**src/rtl/count_capture_fifo.sv**
```systemverilog
// Captures {wrap epoch, count} snapshots of a free-running counter into a small FIFO
// drained over valid/ready. Build option CNT_CAP_DELTA_EN stores count deltas instead.
module count_capture_fifo #(
    parameter int CW    = 16,
    parameter int EW    = 8,
    parameter int DEPTH = 4
) (
    input  logic                       clock,
    input  logic                       reset,
    input  logic [CW-1:0]              count,
    input  logic                       capture,
    input  logic                       clear_ovf,
    output logic                       out_valid,
    input  logic                       out_ready,
    output logic [CW-1:0]              out_count,
    output logic [EW-1:0]              out_epoch,
    output logic                       overflow,
    output logic [$clog2(DEPTH+1)-1:0] level
);
    localparam int PW = $clog2(DEPTH);
    localparam int LW = $clog2(DEPTH + 1);

    typedef struct packed {
        logic [EW-1:0] epoch;
        logic [CW-1:0] count;
    } entry_t;

    entry_t          mem [DEPTH];
    logic [PW-1:0]   wr_ptr, rd_ptr;
    logic [LW-1:0]   level_q;
    logic [CW-1:0]   prev_count;
    logic            prev_valid;
    logic [EW-1:0]   epoch_reg;
    logic            overflow_q;

    logic            wrap, pop, push, drop;
    logic [EW-1:0]   epoch_now;
    entry_t          push_entry;

`ifdef CNT_CAP_DELTA_EN
    // Reference starts at 0, so the first accepted capture stores its raw count.
    logic [CW-1:0]   last_capture;
`endif

    always_comb begin
        wrap       = prev_valid && (count < prev_count);
        epoch_now  = epoch_reg + EW'(wrap);
        pop        = (level_q != '0) && out_ready;
        push       = capture && ((level_q < LW'(DEPTH)) || pop);
        drop       = capture && !push;
        push_entry.epoch = epoch_now;
`ifdef CNT_CAP_DELTA_EN
        push_entry.count = count - last_capture;
`else
        push_entry.count = count;
`endif
    end

    always_ff @(posedge clock) begin
        if (reset) begin
            wr_ptr     <= '0;
            rd_ptr     <= '0;
            level_q    <= '0;
            prev_count <= '0;
            prev_valid <= 1'b0;
            epoch_reg  <= '0;
            overflow_q <= 1'b0;
`ifdef CNT_CAP_DELTA_EN
            last_capture <= '0;
`endif
        end else begin
            prev_count <= count;
            prev_valid <= 1'b1;
            epoch_reg  <= epoch_now;
            if (push) begin
                wr_ptr <= wr_ptr + PW'(1);
`ifdef CNT_CAP_DELTA_EN
                last_capture <= count;
`endif
            end
            if (pop) rd_ptr <= rd_ptr + PW'(1);
            case ({push, pop})
                2'b10:   level_q <= level_q + LW'(1);
                2'b01:   level_q <= level_q - LW'(1);
                default: level_q <= level_q;
            endcase
            // A drop in the same cycle as clear_ovf keeps the flag set.
            if (drop)           overflow_q <= 1'b1;
            else if (clear_ovf) overflow_q <= 1'b0;
        end
    end

    // NOTE: storage is left unreset; outputs are gated by occupancy, so stale contents are never visible.
    always_ff @(posedge clock) begin
        if (!reset && push) mem[wr_ptr] <= push_entry;
    end

    assign out_valid = (level_q != '0);
    assign out_count = out_valid ? mem[rd_ptr].count : '0;
    assign out_epoch = out_valid ? mem[rd_ptr].epoch : '0;
    assign overflow  = overflow_q;
    assign level     = level_q;
endmodule

```
**config.mk**
```make
export PLATFORM = sky130hd
export DESIGN_NAME = count_capture_fifo
export DESIGN_NICKNAME = d
export VERILOG_FILES = /design/src/rtl/count_capture_fifo.sv
export SDC_FILE = /design/constraint.sdc
export NUM_CORES = 1
export LEC_CHECK = 0
export CAP_MARGIN = 20
export CELL_PAD_IN_SITES_DETAIL_PLACEMENT = 2
export CELL_PAD_IN_SITES_GLOBAL_PLACEMENT = 2
export CORE_MARGIN = 10
export CORE_UTILIZATION = 45
export CTS_CLUSTER_DIAMETER = 200
export DETAILED_ROUTE_END_ITERATION = 12
export GPL_ROUTABILITY_DRIVEN = 1
export PLACE_DENSITY = 0.86
export SLEW_MARGIN = 20
export SYNTH_ARGS = -nofsm -noshare
export SYNTH_HDL_FRONTEND = slang
export SYNTH_SLANG_ARGS = --single-unit
```
**constraint.sdc**
```tcl
create_clock -name clock -period 6.3 [get_ports clock]
set_input_delay 1.89 -clock clock [delete_from_list [all_inputs] [get_ports clock]]
set_output_delay 1.89 -clock clock [all_outputs]
set_load 0.05 [all_outputs]
```
* Yosys cells after proc, flatten, opt, wreduce, memory -nomap -nowiden
Memories as Yosys holds them, arrays and structs flattened. A register that Yosys moved wholly into a read port is not among the register bits. Index checks and enable logic that the tools add are counted.
Operators by class: add/subtract/negate cells 5, multipliers 0, divide/modulo/power cells 0, $lt $le $gt $ge 2, equality and inequality tests 2, shift operators 0, multiplexer cells 10, bitwise operators 0, reductions and logical operators 11
Operators with widths (count):
- less-than comparator 16 bit | 1
- 2-to-1 mux 16 bit | 1
- adder 8 x 1 -> 8 bit | 1
- 2-to-1 mux 8 bit | 1
- one-hot mux 3 bit (2 select lines) | 1
- logical AND 1 bit | 5
- 2-to-1 mux 1 bit | 5
- adder 2 x 1 -> 2 bit (second input constant) | 2
- 2-to-1 mux 2 bit | 2
- nonzero test 2 bit | 2
- adder 3 x 1 -> 3 bit (second input constant) | 1
- less-than comparator 3 bit (second input constant) | 1
- nonzero test 3 bit | 1
- subtractor 3 x 1 -> 3 bit (second input constant) | 1
- == test 2 x 1 -> 1 bit (second input constant) | 1
- == test 2 bit (second input constant) | 1
- zero test 1 bit | 2
- logical OR 1 bit | 1
Storage, ports and cells: flip-flop bits (word level) 33, latch bits 0, memory bits (writable) 96, bits in read-only memories 0, bits of input ports 21, output and inout bits 29, logic and storage cells 38, memories kept 1
Memories:
- mem | words 4, bits a word 24, read ports 1, clocked after Yosys merged registers in 1, write ports 1, line 28 | entry_t mem [DEPTH];

* Logic depth before layout (Yosys ltp)
word-level depth 7, mapped depth 12, mapped depth without buffers 12

* Least setup slack after synthesis
OpenSTA, ideal clock, no wires.
path type reg2out, from register level_q[2] (netlist: level[2]), to output port out_count[13], arrival 2101 ps, data required time 4410 ps, path slack 2309 ps, stages on the path, launching flop included 5, buffers on the path 2, cell sequence dfxtp_1 > or3_1 > clkbuf_2 > clkbuf_1 > and2_1
On the way: longest elaborated chain between the ends 2
Ends and longest elaborated chain:
- start: declaration | line 30 | logic [LW-1:0] level_q;
- start signal: assignment | line 83 | 2'b10: level_q <= level_q + LW'(1);
- start signal: assignment | line 84 | 2'b01: level_q <= level_q - LW'(1);
- start signal: assignment | line 85 | default: level_q <= level_q;
- nonzero test 3 bit | line 98 | assign out_valid = (level_q != '0);
- via out_valid | line 13 | output logic out_valid,
- 2-to-1 mux 16 bit | line 99 | assign out_count = out_valid ? mem[rd_ptr].count : '0;
- end: declaration | line 15 | output logic [CW-1:0] out_count,
The timed path passes the listed nets, and every way through them passes these cells.

==> run summary <==
Clock period minus worst slack - 5.169 ns
EDFF count, synth - 96
Multi-input gate area - 0.001560 mm^2
Ys Warns - 0
Antenna-violating nets left - 0
Syn Nets - 371
Worst hold stages - 2
Share of cells above drive strength 1 - 14.11%
Vias - 2976
Remaining DRCs - 0
Layout fillers - 994
Peak VDD IR - 0.2915 mV
Synth area leaders - edfxtp_1 (54%), dfxtp_1 (13%), mux4_2 (8.5%)
Gp weighted congestion - 0.7297
Ant. Diodes - 0
Hold_buf cts - 0
Worst rel slew slack - 33.11%
Clock buffer count from CTS - 17
CP startpoint kind - register
Worst EP required - 4.41 ns
Clk_skew - 0.009239 ns
Setup repair bufs after CTS - 0
Initial Util - 46.19%
Avg Cell Area, Syn - 16.27 um^2
Cts repair resizes - 0
Vias in the first global route - 3545
GRT overflow - 0
DIE AREA - 0.01657 mm^2
Worst Path Max Fanout - 14
Power Density - 447.3 mW/mm^2
Min-delay src - overflow$_SDFFE_PP0P_
# IOs - 50
DIE HEIGHT - 128.7 um
Max reg flops - 96
Synth area leader - edfxtp_1
Switching power - 1.014 mW
Final core occ - 56.42%
Worst-Skew Late Latency - 0.42 ns
FP Rows - 39
Combinational fraction of design power - 33.0%
Seq pwr share - 35.8%
GRT Util Overall - 18.53%
Clock transition at path regs - 0.05 ns
Cell count after synthesis - 327
Most frequent cells in the layout - edfxtp_1 (96), clkdlybuf4s50_1 (49), and2_1 (34), dfxtp_1 (34), inv_1 (23)
Htree depth - 4
Post-synthesis cell type count - 35
Flop2flop setup slack - 3.40 ns
DR vias/cell - 5.441
Max frequency - 193.5 MHz
RSZ-0062 raised after global routing - no
Final period util - 82.05%
Final Hold Fails - 0
Sw Share - 34.90%
CTS tree - built
Hpwl dp - 8181 um
Storage cell area - 0.003585 mm^2
Internal Pwr Total - 1.892 mW
Number of I/O port buffers - 49
Clock sink total - 131
Avg WL per Cell - 26.54 um
Largest net degree at the start of global routing - 29
Min-Delay Path Class - reg2reg
Area Overhead vs Synth - 22.16%
Slew of the pin with the lowest slew margin - 1.002 ns
Setup_tns - 0 ns
Clk root buf - clkbuf_16
Clk network pwr share - 31.1%
Commonest non-fill, non-tap cell in the layout - edfxtp_1
WP data arrival - 3.28 ns
Outcome - completed
Setup CP Type - reg2out
DR pass1 iterations - 4
MaxCap Viol Count - 0
Final Setup Violations - 0
FF-to-FF path depth - 12
Die extent in x - 128.7 um
First-pass GRT wire length - 22210 um
Top-area cell type share of the netlist area - 54.20%
First DRT Iteration DRCs - 204
Total core area - 0.01152 mm^2
Sequential share of the synthesized area - 67.37%
Nets@finish - 435
Post-synthesis cell area - 0.005319 mm^2
Clock Path Buffers - 2
Slew Viols, Final - 0
Synthesized flop and latch total - 131
Ys flop type - edfxtp_1
CP endpoint kind - output pin
Ys async rst share - 0%
Critical R2R Launch - prev_count[7]$_SDFF_PP0_
Initial antenna violation count - 0
P_leak - 2.292 nW
WL final - 14520 um
## worst max-delay path: stages (launching register included)
cell and delay, ns:
dfxtp_1 0.98, buf_4 0.42, mux4_2 0.56, and2_1 0.18, clkdlybuf4s50_1 0.71
## final cells by class
type,count,area share [%]
clock buffers,27,7.895
clock inverters,5,0.3659
inverters,23,1.329
multi-input cells,161,24.01
flip-flops and latches,131,55.17
well taps,143,2.754
repair buffers,57,8.473
## path summary, 6_finish.rpt
kind | endpoint
worst max-delay path | out_count[8]
worst min-delay path | overflow$_SDFFE_PP0P_
worst max register to register | epoch_reg[6]$_SDFF_PP0_
worst min register to register | overflow$_SDFFE_PP0P_
## per-layer routing
layer | up-vias | global-route usage (%) | routed length, um
li1 | 1324 | - | -
met1 | 1574 | 20.09 | 5818
met2 | 63 | 34.01 | 7977
met3 | 15 | 5.092 | 531
met4 | 0 | 6.488 | 191
met5 | - | 0 | 0
## power by group through the flow
stage | clock network, mW | registers (mW) | logic, mW
after floorplan | 0 | 1.04 | 0.676
after global placement | 0 | 1.05 | 0.927
after detailed placement | 0 | 1.06 | 0.953
after CTS | 0.922 | 1.04 | 0.978
after global routing | 0.959 | 1.05 | 1.01
final | 0.905 | 1.04 | 0.959
## kinds of logic (layout without fill, tap and decap cells)
logic type	count (synthesis)	count (layout)	share of synthesized area, %
xor+xnor	11	11	1.953
flops	131	131	67.37
simple gates	84	84	9.268
fa+ha+maj	23	23	5.552
buf+inv	35	112	3.293
mux	25	25	10.63
compound gates	18	18	1.929
## synthesized netlist by cell type (all sizes together), types with 5 or more instances
cell type	number
inv	23
and2	35
xor2	7
edfxtp	96
ha	22
mux4	24
nor2b	20
o21ai	6
nor2	11
buf	5
dfxtp	35
a21oi	9
clkbuf	7
## through the flow
stage	std cells	hold WS [ns]	cell area, um^2	power (mW)	setup slack (ns)
floorplan	327	0.4847	5319	1.718	2.309
global placement	515	0.4578	5959	1.976	1.634
detailed placement	515	0.4647	5961	2.010	1.453
CTS	547	0.4751	6497	2.944	1.032
global route	547	0.5108	6497	3.021	0.9125
finish	547	0.4717	6497	2.906	1.131
Power figures use the tool's default switching activity.
